==> src/rtl/event_capture_fifo.sv <==
// -----------------------------------------------------------------------------
// event_capture_fifo
//
// Input stage for the 2D convolution's event port. Spike events arrive over a
// valid/ready interface, events that cannot be processed (empty spike vector or
// coordinates off the image) are discarded and counted, and the remaining
// events are buffered in a small circular FIFO. One event at a time is moved
// into an output register and held until the convolution acknowledges it. A
// one-cycle valid-low gap follows each acknowledge so a consumer still
// sampling after its ack cannot capture the same event twice.
//
// Optional build feature (macro EVENT_COALESCE_EN):
//   When defined, an accepted event whose (x,y) matches the newest entry still
//   held in the FIFO has its spikes ORed into that entry instead of taking a
//   new slot. When undefined, every accepted event takes its own entry.
//
// Ports:
//   clk, rst         clock; asynchronous active-high reset
//   in_valid/ready   upstream handshake (ready = not full and not in reset)
//   in_x/in_y        event coordinates
//   in_spikes        per-channel spike bits
//   event_x/y/spikes presented event (stable while event_valid is high)
//   event_valid      presented event valid
//   event_ack        consumer captured the presented event
//   fifo_count       FIFO occupancy, not counting the output register
//   drop_count       saturating count of discarded events
// -----------------------------------------------------------------------------
module event_capture_fifo #(
  parameter int COORD_BITS  = 8,
  parameter int IN_CHANNELS = 4,
  parameter int IMG_WIDTH   = 32,
  parameter int IMG_HEIGHT  = 32,
  parameter int FIFO_DEPTH  = 8
) (
  input  logic                          clk,
  input  logic                          rst,
  input  logic                          in_valid,
  output logic                          in_ready,
  input  logic [COORD_BITS-1:0]         in_x,
  input  logic [COORD_BITS-1:0]         in_y,
  input  logic [IN_CHANNELS-1:0]        in_spikes,
  output logic [COORD_BITS-1:0]         event_x,
  output logic [COORD_BITS-1:0]         event_y,
  output logic [IN_CHANNELS-1:0]        event_spikes,
  output logic                          event_valid,
  input  logic                          event_ack,
  output logic [$clog2(FIFO_DEPTH):0]   fifo_count,
  output logic [15:0]                   drop_count
);

  localparam int PW = $clog2(FIFO_DEPTH);
  localparam int CW = PW + 1;

  typedef struct packed {
    logic [COORD_BITS-1:0]  x;
    logic [COORD_BITS-1:0]  y;
    logic [IN_CHANNELS-1:0] spikes;
  } event_t;

  typedef enum logic [1:0] {
    ST_EMPTY   = 2'd0,
    ST_PRESENT = 2'd1,
    ST_GAP     = 2'd2
  } state_t;

  // Storage and state
  event_t          mem_q [FIFO_DEPTH];
  logic [PW-1:0]   wr_ptr_q, wr_ptr_d;
  logic [PW-1:0]   rd_ptr_q, rd_ptr_d;
  logic [CW-1:0]   count_q,  count_d;
  logic [15:0]     drop_q,   drop_d;
  event_t          out_q,    out_d;
  state_t          state_q,  state_d;

  // Handshake and filter
  logic full;
  logic xfer;
  logic in_ok;
  logic accept;
  logic drop;
  logic push;
  logic pop;
  logic merge;

  assign full     = (count_q == CW'(FIFO_DEPTH));
  assign in_ready = !full && !rst;
  assign xfer     = in_valid && in_ready;

  assign in_ok  = (|in_spikes) &&
                  (int'(in_x) < IMG_WIDTH) &&
                  (int'(in_y) < IMG_HEIGHT);
  assign accept = xfer && in_ok;
  assign drop   = xfer && !in_ok;

`ifdef EVENT_COALESCE_EN
  // The newest entry sits just behind the write pointer. It is only a merge
  // target while it stays in the FIFO through this edge: if it is the single
  // entry and is being popped now, the merged spikes would be lost.
  logic [PW-1:0] last_idx;
  event_t        last_ev;

  assign last_idx = wr_ptr_q - PW'(1);
  assign last_ev  = mem_q[last_idx];
  assign merge    = accept && (count_q != '0) &&
                    !(pop && (count_q == CW'(1))) &&
                    (last_ev.x == in_x) && (last_ev.y == in_y);
`else
  assign merge = 1'b0;
`endif

  assign push = accept && !merge;

  // Output FSM: next state and pop decision
  always_comb begin
    // NOTE: every signal driven here gets a default first so no path leaves it
    // unassigned; a missing default would infer a latch.
    state_d = state_q;
    pop     = 1'b0;
    unique case (state_q)
      ST_EMPTY: begin
        if (count_q != '0) begin
          pop     = 1'b1;
          state_d = ST_PRESENT;
        end
      end
      ST_PRESENT: begin
        if (event_ack) state_d = ST_GAP;
      end
      ST_GAP: begin
        if (count_q != '0) begin
          pop     = 1'b1;
          state_d = ST_PRESENT;
        end else begin
          state_d = ST_EMPTY;
        end
      end
      default: state_d = ST_EMPTY;
    endcase
  end

  // Pointer, occupancy, drop counter and output register next state
  always_comb begin
    wr_ptr_d = push ? wr_ptr_q + PW'(1) : wr_ptr_q;
    rd_ptr_d = pop  ? rd_ptr_q + PW'(1) : rd_ptr_q;
    out_d    = pop  ? mem_q[rd_ptr_q]   : out_q;

    unique case ({push, pop})
      2'b10:   count_d = count_q + CW'(1);
      2'b01:   count_d = count_q - CW'(1);
      default: count_d = count_q;
    endcase

    drop_d = drop_q;
    if (drop && (drop_q != 16'hFFFF)) drop_d = drop_q + 16'd1;
  end

  always_ff @(posedge clk or posedge rst) begin
    // NOTE: sequential state uses non-blocking assignments so every register
    // samples the pre-edge values regardless of statement order.
    if (rst) begin
      wr_ptr_q <= '0;
      rd_ptr_q <= '0;
      count_q  <= '0;
      drop_q   <= '0;
      out_q    <= '0;
      state_q  <= ST_EMPTY;
    end else begin
      wr_ptr_q <= wr_ptr_d;
      rd_ptr_q <= rd_ptr_d;
      count_q  <= count_d;
      drop_q   <= drop_d;
      out_q    <= out_d;
      state_q  <= state_d;
    end
  end

  // NOTE: the storage array has no reset; contents are only read after a
  // write, so clearing it would just cost reset routing.
  always_ff @(posedge clk) begin
    if (push) mem_q[wr_ptr_q] <= event_t'{x: in_x, y: in_y, spikes: in_spikes};
`ifdef EVENT_COALESCE_EN
    if (merge) mem_q[last_idx].spikes <= last_ev.spikes | in_spikes;
`endif
  end

  assign event_valid  = (state_q == ST_PRESENT);
  assign event_x      = out_q.x;
  assign event_y      = out_q.y;
  assign event_spikes = out_q.spikes;
  assign fifo_count   = count_q;
  assign drop_count   = drop_q;

endmodule
==> config.mk <==
export PLATFORM = sky130hd
export DESIGN_NAME = event_capture_fifo
export DESIGN_NICKNAME = d
export VERILOG_FILES = /design/src/rtl/event_capture_fifo.sv
export SDC_FILE = /design/constraint.sdc
export NUM_CORES = 1
export LEC_CHECK = 0
export BUFFER_PORTS_ARGS = -buffer_cell sky130_fd_sc_hd__buf_2
export CORE_MARGIN = 2
export CORE_UTILIZATION = 59
export DETAILED_ROUTE_END_ITERATION = 8
export GPL_TIMING_DRIVEN = 0
export MAX_ROUTING_LAYER = met4
export PLACE_DENSITY = 0.79
export RECOVER_POWER = 100
export SLEW_MARGIN = 30
export SYNTH_ARGS = -nofsm -noshare
export SYNTH_HDL_FRONTEND = slang
export SYNTH_SLANG_ARGS = --single-unit
export TNS_END_PERCENT = 5
==> constraint.sdc <==
create_clock -name clk -period 4.3 [get_ports clk]
set_input_delay 0.86 -clock clk [delete_from_list [all_inputs] [get_ports clk]]
set_output_delay 0.86 -clock clk [all_outputs]
set_load 0.03 [all_outputs]
==> out/qor.yml, run 1 <==
outcome:
  status: "finished, final reports clean"
synth:
  ys_async_sr_fraction_pct: 23.1
  synth_top_family_by_area: "multiplexers"
  synthAdderAreaFrac_pct: 0.927
  ys_types: 37
  dominantRegCellSynth: "edfxtp_1"
  synth-seq-cells: 208
  yosys.area_share.simple_pct: 5.47
  netlist_instances: 437
  synth_area_um2: 8100
  syn_avg_cell_area_um2: 18.5
  synth-edff-count: 160
  synth_nets: 467
  synth_compound_area_share_pct: 1.89
  synth_xor_area_share_pct: 2.38
  yosys_warnings: 0
  ys_seq_area_share_pct: 74.2
  synth.area.mux_share_pct: 14.0
global_routing:
  grt_pass1_vias: 4615
  antenna_found_initial: 1
  track_usage_pct: 25.2
  grt_pass1_wl_um: 26100
  grt_overflow: 0
  grt_max_degree: 34
sta:
  maxSlewViolCount: 0
  whs_ns: 0.520
  hold_violations: 0
  period_share_pct: 83.2
  maxSlewHeadroom_pct: 30.3
  finalSetupViolCount: 0
  rsz0062_at_grt: "false"
  fin_crit_ns: 3.58
  fmax_ghz: 0.280
  setup_ws_ns: 0.723
  timing_worst_slew_pin_value_ns: 1.04
  clock_skew_ns: 0.00571
clock_network:
  clk_path_buf_depth: 3
  worstSkewPairLatency_ns: 0.48
  clkSlewWorstSetupHoldPaths_ns: 0.06
  cts_buffers: 21
  cts.sinks: 208
  cts_root_buffer: "clkbuf_16"
  cts_tree: "yes"
  postCtsSetupBuffers: 0
  postCtsHoldBufs: 0
  cts_max_level: 1
  postCtsResizedCells: 0
floorplan:
  core_um2: 13300
  dieHeight_um: 121
  pin_count: 66
  die_area_um2: 14700
  start_util_pct: 60.7
  std_cell_rows: 42
  die_width_um: 121
drt:
  drt_pass1_iterations: 5
  drc_errors: 0
  via_per_inst: 5.97
  wl_um: 16800
  routed-via-count: 4339
  drtIter0Drc: 369
  antenna_left: 0
  routedWlPerCell_um: 23.1
critical_path:
  crit_required_ns: 4.49
  path_cells: "clkbuf_1 -> or4_1 -> or4_1 -> clkbuf_1 -> nor2_1 -> nand2_1 -> nor3_2 -> buf_6"
  critPathMaxFanout: 9
  worst_setup_path_end_kind: "flip-flop"
  arrival_ns: 3.77
  startpoint_type: "input pin"
  startpoint: "in_x[7]"
  path_delay_family: "simple AND/OR/NAND/NOR gates"
  crit_path_max_incr_delay_ns: 0.68
  worstSetupPathType: "in2reg"
  crit-reg2reg-launch: "fifo_count[1]"
  cpMaxStageDelayCell: "nor3_2"
  cp_num_buf_inv: 3
flow_run:
  maxCapViolCount: 0
place:
  globalplace.congestion: 0.800
  io_buffers: 65
  post-dp-hpwl_um: 10600
  pre_cts_slack_ns: 0.537
final_layout:
  area_delta_synth_final_pct: 17.4
  drive_gt1_share_pct: 18.2
  nets: 566
  seq_area_um2: 6010
  multi_input_area_um2: 2050
  nFillCells: 875
power_and_ir_drop:
  p_leak_nw: 3.25
  pwr_density_cell_nw_per_um2: 639
  ir_drop_mv: 0.466
worst_hold_path:
  min_from: "drop_count[11]"
  min_path_type: "reg2reg"
-- power by group --
part	internal, mW	leakage, nW	total [mW]	switching (mW)
logic	0.705	0.907	1.80	1.09
registers	2.34	2.01	2.48	0.137
clock network	1.10	0.334	1.80	0.705
-- layout make-up --
cell class	instances	share of cell area (%)
diodes	1	0.0263
plain buffers	18	0.763
clock buffers	29	5.95
clock inverters	8	1.24
inverters	5	0.211
multi-input cells	206	21.5
flip-flops and latches	208	63.2
well taps	176	2.32
repair buffers	76	4.80
-- synth_stat cells, types with 6 or more instances --
library cell	count	area, um^2
nor2_1	33	124
nor4_1	6	37.5
dfrtp_1	48	1200
xnor2_1	14	123
clkbuf_1	7	26.3
mux2i_1	20	200
edfxtp_1	160	4800
nand4_1	6	37.5
buf_1	6	22.5
mux4_2	40	901
a21oi_1	21	105
xor2_1	8	70.1
ha_1	6	75.1
nand2_1	14	52.6
-- cell usage in the layout, fill, tap and decap left out, drive strengths merged, types with 8 or more instances in the layout --
cell | netlist | routed
xor2 | 8 | 8
mux2i | 20 | 20
edfxtp | 160 | 160
buf | 11 | 23
clkbuf | 7 | 100
a21oi | 21 | 21
xnor2 | 14 | 14
nor2 | 34 | 34
nand2 | 14 | 14
dfrtp | 48 | 48
mux4 | 40 | 40
-- worst paths after layout --
| path | end | slack, ns | cells after the start |
|---|---|---|---|
| setup / recovery | mem_q[1][14] | 0.72 | 8 |
| min in group asynchronous | fifo_count[0] | 0.56 | 2 |
| max in group asynchronous | event_spikes[3] | 3.08 | 3 |
| hold / removal | drop_count[11] | 0.52 | 1 |
| hold reg to reg | drop_count[11] | 0.52 | 1 |
| setup reg to reg | fifo_count[2] | 1.26 | 10 |
-- worst reg2reg max path: cells and delay by family, from the launching register on --
family,cells,cell delay [ns]
fa+ha+maj,2,0.57
buf+inv,1,0.65
simple gates,3,0.68
flops,1,0.48
xor+xnor,3,0.39
compound gates,1,0.15
-- kinds of logic (layout without fill, tap and decap cells) --
family	Yosys count	after routing
other	0	1
DFF	208	208
AOI/OAI and AO/OA	28	28
xor gates and xnor gates	22	22
adders and majority gates	6	6
and+or+nand+nor	87	87
muxes	63	63
buffers and inverters	23	136
-- routing by layer --
layer / vias up / global-route usage, % / share of wire (%)
li1: 1912 / - / -
met1: 2244 / 31.9 / 39
met2: 140 / 42.4 / 53
met3: 43 / 3.38 / 5.2
met4: 0 / 9.05 / 3.2
met5: - / - / 0
-- registers in the layout (all words and copies together), names as in the netlist, 3 cells and up --
name / cells
fifo_count: 4
event_x: 8
drop_count: 16
wr_ptr_q: 3
event_y: 8
event_spikes: 4
mem_q: 160
rd_ptr_q: 3
-- metrics by stage --
| step | power [mW] | setup TNS [ns] | instance area [um^2] | util, % | std cells |
|---|---|---|---|---|---|
| 2_1_floorplan | 3.84 | 0 | 8100 | - | 437 |
| 3_3_place_gp | 4.29 | -239.50 | 8650 | 64.8 | 678 |
| 3_5_place_dp | 4.35 | 0 | 8920 | 66.8 | 689 |
| 4_1_cts | 6.16 | 0 | 9600 | 71.9 | 726 |
| 5_1_grt | 6.35 | 0 | 9510 | 71.2 | 727 |
| 6_report | 6.08 | 0 | 9510 | 71.2 | 727 |
Note: power is estimated with default switching activity, not from simulation.
==> run 2, diff against run 1 <==
CORE_UTILIZATION = 53   (was 59)
PLACE_DENSITY = 0.75   (was 0.79)
clock period = 2.9 ns   (was 4.3 ns; I/O delays follow)
==> run 2 against run 1 <==
Effect of this change: hold slack got worse by 0.44 ns; critical path depth fell by 2; largest power group unchanged; routed wire length fell by 4.7%; final cell count rose by 1.4%; global-route usage fell by 3.9 points; non-clock buffer count fell by 4; count of clock-buffer cells in the layout fell by 3; critical path type unchanged; via count fell by 1.8%; sequential power rose by 48%; first-iteration DRC count rose by 2.7%; combinational power rose by 51%.
==> out/qor.yml, run 2 (synthesized netlist as in run 1, its figures left out) <==
floorplan:
  core_um2: 15100  # +13%
  pin_count: 66  # unchanged
  dieHeight_um: 128  # +5.3%
  die_width_um: 128  # +5.3%
  die_area_um2: 16300  # +11%
  start_util_pct: 53.7  # -7.0 points
  std_cell_rows: 45  # +7.1%
final_layout:
  design_area_um2: 9580  # +0.79%
  nFillCells: 1045  # +19%
  layoutNonFillerInstCount: 737  # +1.4%
  area_delta_synth_final_pct: 18.4
  antennaDiodeCount: 0  # -1
  final_common_cell: "edfxtp_1"
  layout_common_cells: "160 x edfxtp_1, 57 x buf_2, 48 x dfrtp_1"
  largest_register: "mem_q"
  drive_gt1_share_pct: 28.8  # +11 points
  largest_reg_flops: 160  # unchanged
  nets: 563  # -0.53%
  final_core_util_pct: 63.5  # -7.7 points
power_and_ir_drop:
  p_leak_nw: 3.39  # +4.2%
  switching_share_pct: 31.7  # -0.12 points
  ir_drop_mv: 0.548  # +18%
  p_sw_mw: 2.88  # +49%
  p_int_mw: 6.21  # +50%
  pwr_density_cell_nw_per_um2: 949  # +48%
  clkPwrFrac_pct: 29.8  # about the same
  seqPwrFrac_pct: 40.3  # -0.5 points
  combPwrFrac_pct: 29.9  # +0.3 points
global_routing:
  antenna_found_initial: 0  # -1
  track_usage_pct: 21.2  # -3.9 points
  grt_overflow: 0  # unchanged
  grt_pass1_vias: 4385  # -5.0%
  grt_pass1_wl_um: 24800  # -4.8%
  grt_max_degree: 22  # -35%
critical_path:
  worstSetupPathType: "in2reg"
  crit-reg2reg-launch: "fifo_count[1]"
  r2r_cells: 11  # +1
  r2r-end: "fifo_count[2]"
  startpoint_type: "input pin"
  worst_setup_path_end_kind: "flip-flop"
  arrival_ns: 2.94  # -0.83 ns
  reg2reg_slack_ns: 0.24  # -1.02 ns
  crit_required_ns: 3.02  # -1.47 ns
  critPathMaxFanout: 20  # +11
place:
  post-dp-hpwl_um: 9820  # -6.9%
  postPlaceCellArea_um2: 8820  # -1.1%
  pre_cts_slack_ns: -0.633  # -1.17 ns
  globalplace.congestion: 0.779  # -2.7%
  placed_cells: 694  # +0.73%
  io_buffers: 65  # unchanged
clock_network:
  worstSkewPairLatency_ns: 0.49  # about the same
  cts_buffers: 22  # +4.8%
  cts.sinks: 208  # unchanged
  cts_max_level: 1  # unchanged
  postCtsHoldBufs: 0  # unchanged
  cts_root_buffer: "clkbuf_16"
  clkSlewWorstSetupHoldPaths_ns: 0.06  # about the same
  clk_path_buf_depth: 3  # unchanged
  cts_tree: "yes"
drt:
  routed-via-count: 4259  # -1.8%
  wl_um: 16000  # -4.7%
  drtIter0Drc: 379  # +2.7%
  drc_errors: 0  # unchanged
  routedWlPerCell_um: 21.7  # -6.0%
  via_per_inst: 5.78  # -3.2%
  drt_pass1_iterations: 4  # -1
  antenna_left: 0  # unchanged
sta:
  finalSetupViolCount: 0  # unchanged
  clock_skew_ns: 0.0116  # +0.00589 ns
  maxSlewViolCount: 0  # unchanged
  fin_crit_ns: 2.82
  fmax_ghz: 0.355
  setup_ws_ns: 0.0804  # -0.643 ns
  hold_violations: 0  # unchanged
  rsz0062_at_grt: "true"
  maxSlewHeadroom_pct: 38.2  # +7.9 points
  timing_worst_slew_pin_value_ns: 0.926  # -0.113 ns
  tns_ns: 0  # unchanged
  period_share_pct: 97.2
outcome:
  status: "finished, final reports clean"
worst_hold_path:
  min_path_type: "in2async"
flow_run:
  maxCapViolCount: 0  # unchanged
## run 2: changes by cell type in the layout (fill, tap and decap cells not counted), moves of 3 or more
cell,previous run,this run
buf_2,7,57
buf_4,0,3
clkbuf_1,78,19
clkinv_1,1,8
## run 2: layout make-up
cell class	instances	area (um^2)	share of cell area, %
flip-flops and latches	208	6010	62.7
multi-input cells	206	2090	21.8
clock buffers	26	587	6.12
repair buffers	72	442	4.61
well taps	188	235	2.45
clock inverters	14	124	1.29
plain buffers	18	81.3	0.849
inverters	5	22.5	0.235
## run 2: worst max path at each step
stage / endpoint / slack [ns] / from
5_1_grt: fifo_count[3] / -0.01 / in_x[7]
6_report: mem_q[4][4] / 0.08 / in_x[7]
3_5_place_dp: mem_q[1][15] / -0.63 / in_x[6]
3_3_place_gp: mem_q[4][15] / -1.08 / rst
2_1_floorplan: mem_q[2][0] / -0.17 / in_x[6]
4_1_cts: mem_q[0][13] / 0.003 / in_x[7]
## run 2: routing by layer
layer  wire [um]  track usage (%)  part of all wire, %  vias up
met1        6330             26.8                   40     2206
met4         354             5.43                  2.2        0
met2        8470             36.6                   53      111
li1            -                -                    -     1913
met3         845             3.22                  5.3       29
met5           0                -                    0        -
## run 2: critical path: stages
cell and delay, ns:
buf_4 0.14, or4_4 0.52, or4_4 0.49, buf_6 0.15, or3_4 0.40, nor2_4 0.63
## run 2: power by group through the flow
stage	clock network (mW)	registers (mW)	logic, mW
after floorplan	0	4.09	1.60
after global placement	0	3.70	2.67
after detailed placement	0	3.72	2.75
after CTS	2.75	3.67	2.77
after global routing	2.88	3.70	2.95
final	2.71	3.66	2.72
## run 2: stage by stage
stage | hold slack, ns | total power [mW]
final | 0.0762 | 9.09
after global routing | 0.0988 | 9.54
after detailed placement | 0.499 | 6.48
after floorplan | 0.526 | 5.69
after global placement | 0.480 | 6.38
after CTS | 0.0877 | 9.19
## run 2: what timing repair did
action | CTS | global route
resized for setup | 8 | 4
pin swaps | 1 | 4
setup endpoints to repair | 85 | 74
buffers inserted | 1 | 2
==> run 3, diff against run 2 <==
CORE_UTILIZATION = 60   (was 53)
PLACE_DENSITY = 0.8   (was 0.75)
SLEW_MARGIN = 25   (was 30)
clock period = 3.5 ns   (was 2.9 ns; I/O delays follow)
==> run 3 against run 2 <==
Effect of this change: count of clock-buffer cells in the layout grew 2; worst setup slack improved by 0.15 ns; final cell count shrank 1.9%; first-iteration DRC count rose by 26%; die area decreased by 11%; flip-flop and latch count did not move; critical path depth is 1 higher; critical path type unchanged; highest routed layer unchanged.
==> out/qor.yml, run 3 (synthesized netlist as in run 1, its figures left out) <==
final_layout:
  largest_reg_flops: 160  # unchanged
  drive_gt1_share_pct: 18.6  # -10 points
  antennaDiodeCount: 0  # unchanged
  design_area_um2: 9440  # -1.4%
  largest_register: "mem_q"
  layoutNonFillerInstCount: 723  # -1.9%
  layout_common_cells: "160 x edfxtp_1, 72 x clkbuf_1, 48 x dfrtp_1"
  area_delta_synth_final_pct: 16.6
  final_common_cell: "edfxtp_1"
  final_core_util_pct: 71.6  # +8.1 points
  nets: 563  # unchanged
critical_path:
  startpoint_type: "input pin"
  critPathMaxFanout: 13  # -35%
  cpMaxStageDelayCell: "nor2_2"
  cp_num_buf_inv: 3  # +1
  worst_setup_path_end_kind: "flip-flop"
  worstSetupPathType: "in2reg"
  crit_required_ns: 3.68  # +0.66 ns
  crit_path_max_incr_delay_ns: 0.63  # about the same
  path_delay_family: "simple AND/OR/NAND/NOR gates"
  arrival_ns: 3.45  # +0.51 ns
  path_cells: "buf_2 -> or4_1 -> or4_1 -> buf_2 -> or3_1 -> nor2_2 -> buf_16"
global_routing:
  antenna_found_initial: 0  # unchanged
  use_met1_pct: 33.0  # +6.3 points
  grt_use_met3_pct: 4.37  # +1.1 points
  grt_pass1_wl_um: 27100  # +9.1%
  grt_pass1_vias: 4725  # +7.8%
  grt_use_met2_pct: 44.0  # +7.3 points
  grt_overflow: 0  # unchanged
  track_usage_pct: 26.3  # +5.1 points
  grt_max_degree: 27  # +23%
  grt.busiest_layer: "met2"
power_and_ir_drop:
  pwr_density_cell_nw_per_um2: 783  # -18%
  ir_drop_mv: 0.396  # -28%
  clkPwrFrac_pct: 28.3  # -1.5 points
  seqPwrFrac_pct: 41.2  # +0.9 points
  switching_share_pct: 32.7  # +0.96 points
  p_leak_nw: 3.23  # -4.7%
  p_sw_mw: 2.41  # -16%
  combPwrFrac_pct: 30.4  # +0.5 points
  p_int_mw: 4.98  # -20%
  power_mw: 7.39  # -19%
drt:
  drtIter0Drc: 478  # +26%
  routedWlPerCell_um: 24.3  # +12%
  via_per_inst: 6.14  # +6.3%
  drt_pass1_iterations: 5  # +1
  antenna_left: 0  # unchanged
  wl_um: 17600  # +9.9%
  drc_errors: 0  # unchanged
  routed-via-count: 4441  # +4.3%
place:
  io_buffers: 65  # unchanged
  post-dp-hpwl_um: 10500  # +7.3%
  postPlaceCellArea_um2: 8910  # +1.1%
  placed_cells: 687  # -1.0%
  globalplace.congestion: 0.785  # +0.80%
  pre_cts_slack_ns: -0.264  # +0.369 ns
sta:
  maxSlewViolCount: 0  # unchanged
  fmax_ghz: 0.306
  maxSlewHeadroom_pct: 35.3  # -2.9 points
  rsz0062_at_grt: "false"
  timing_worst_slew_pin_value_ns: 0.970  # +0.0437 ns
  period_share_pct: 93.3
  whs_ns: 0.288  # +0.212 ns
  tns_ns: 0  # unchanged
  finalSetupViolCount: 0  # unchanged
  setup_ws_ns: 0.233  # +0.153 ns
  clock_skew_ns: 0.00777  # -0.00383 ns
  fin_crit_ns: 3.27
  hold_violations: 0  # unchanged
worst_hold_path:
  min_path_type: "in2async"
clock_network:
  postCtsSetupBuffers: 0  # -1
  clk_path_buf_depth: 3  # unchanged
  cts_max_level: 1  # unchanged
  worstSkewPairLatency_ns: 0.48  # about the same
  cts_root_buffer: "clkbuf_16"
  postCtsResizedCells: 0  # -8
  postCtsHoldBufs: 0  # unchanged
  clkSlewWorstSetupHoldPaths_ns: 0.06  # about the same
  cts_buffers: 20  # -9.1%
  cts_tree: "yes"
  cts.sinks: 208  # unchanged
outcome:
  status: "finished, final reports clean"
floorplan:
  dieHeight_um: 120  # -5.8%
  std_cell_rows: 42  # -6.7%
  die_area_um2: 14400  # -11%
  core_um2: 13200  # -13%
  start_util_pct: 61.4  # +7.7 points
  pin_count: 66  # unchanged
  die_width_um: 120  # -5.8%
flow_run:
  maxCapViolCount: 0  # unchanged
==> run 3: cell types whose count changed in the layout (fill, tap and decap cells not counted), sizes merged <==
| cell | delta |
|---|---|
| clkbuf | +53 |
| buf | -49 |
| clkinv | -4 |
| bufinv | -1 |
| clkinvlp | -1 |
==> run 3: per-layer routing <==
metal	vias to the layer above	share of wire, %
met5	-	0
met4	0	2.6
met3	44	7.0
met2	206	52
met1	2277	38
li1	1914	-
==> run 3: layout make-up <==
class                   instances  area (um^2)
flip-flops and latches        208         6010
fillers                       807         3750
multi-input cells             206         2030
clock buffers                  28          582
repair buffers                 74          453
well taps                     176          220
plain buffers                  18         72.6
clock inverters                 8         62.6
inverters                       5         22.5
==> run 3: path summary, 6_finish.rpt <==
kind	start	endpoint	slack, ns	depth (start not counted)
max	in_x[6]	mem_q[6][19]	0.23	7
min	rst	drop_count[14]	0.29	2
max reg2reg	fifo_count[1]	fifo_count[2]	0.38	10
min reg2reg	drop_count[12]	drop_count[12]	0.52	1
max in group asynchronous	rst	event_y[1]	2.68	3
min in group clk	event_ack	state_q[1]	0.45	2
==> run 3: power groups by stage <==
| stage | Combinational (mW) | Sequential [mW] | Clock [mW] |
|---|---|---|---|
| finish | 2.25 | 3.05 | 2.09 |
| global route | 2.42 | 3.07 | 2.21 |
| CTS | 2.32 | 3.04 | 2.12 |
| detailed placement | 2.27 | 3.09 | 0 |
| global placement | 2.19 | 3.07 | 0 |
| floorplan | 1.32 | 3.39 | 0 |
==> run 3: worst register-to-register path, delay by kind of cell, from the launching register on <==
kind | cells | cell delay, ns
AOI/OAI and AO/OA | 1 | 0.15
xor gates and xnor gates | 3 | 0.41
adders and majority gates | 2 | 0.57
buffers and inverters | 1 | 0.56
DFF | 1 | 0.50
and+or+nand+nor | 3 | 0.82
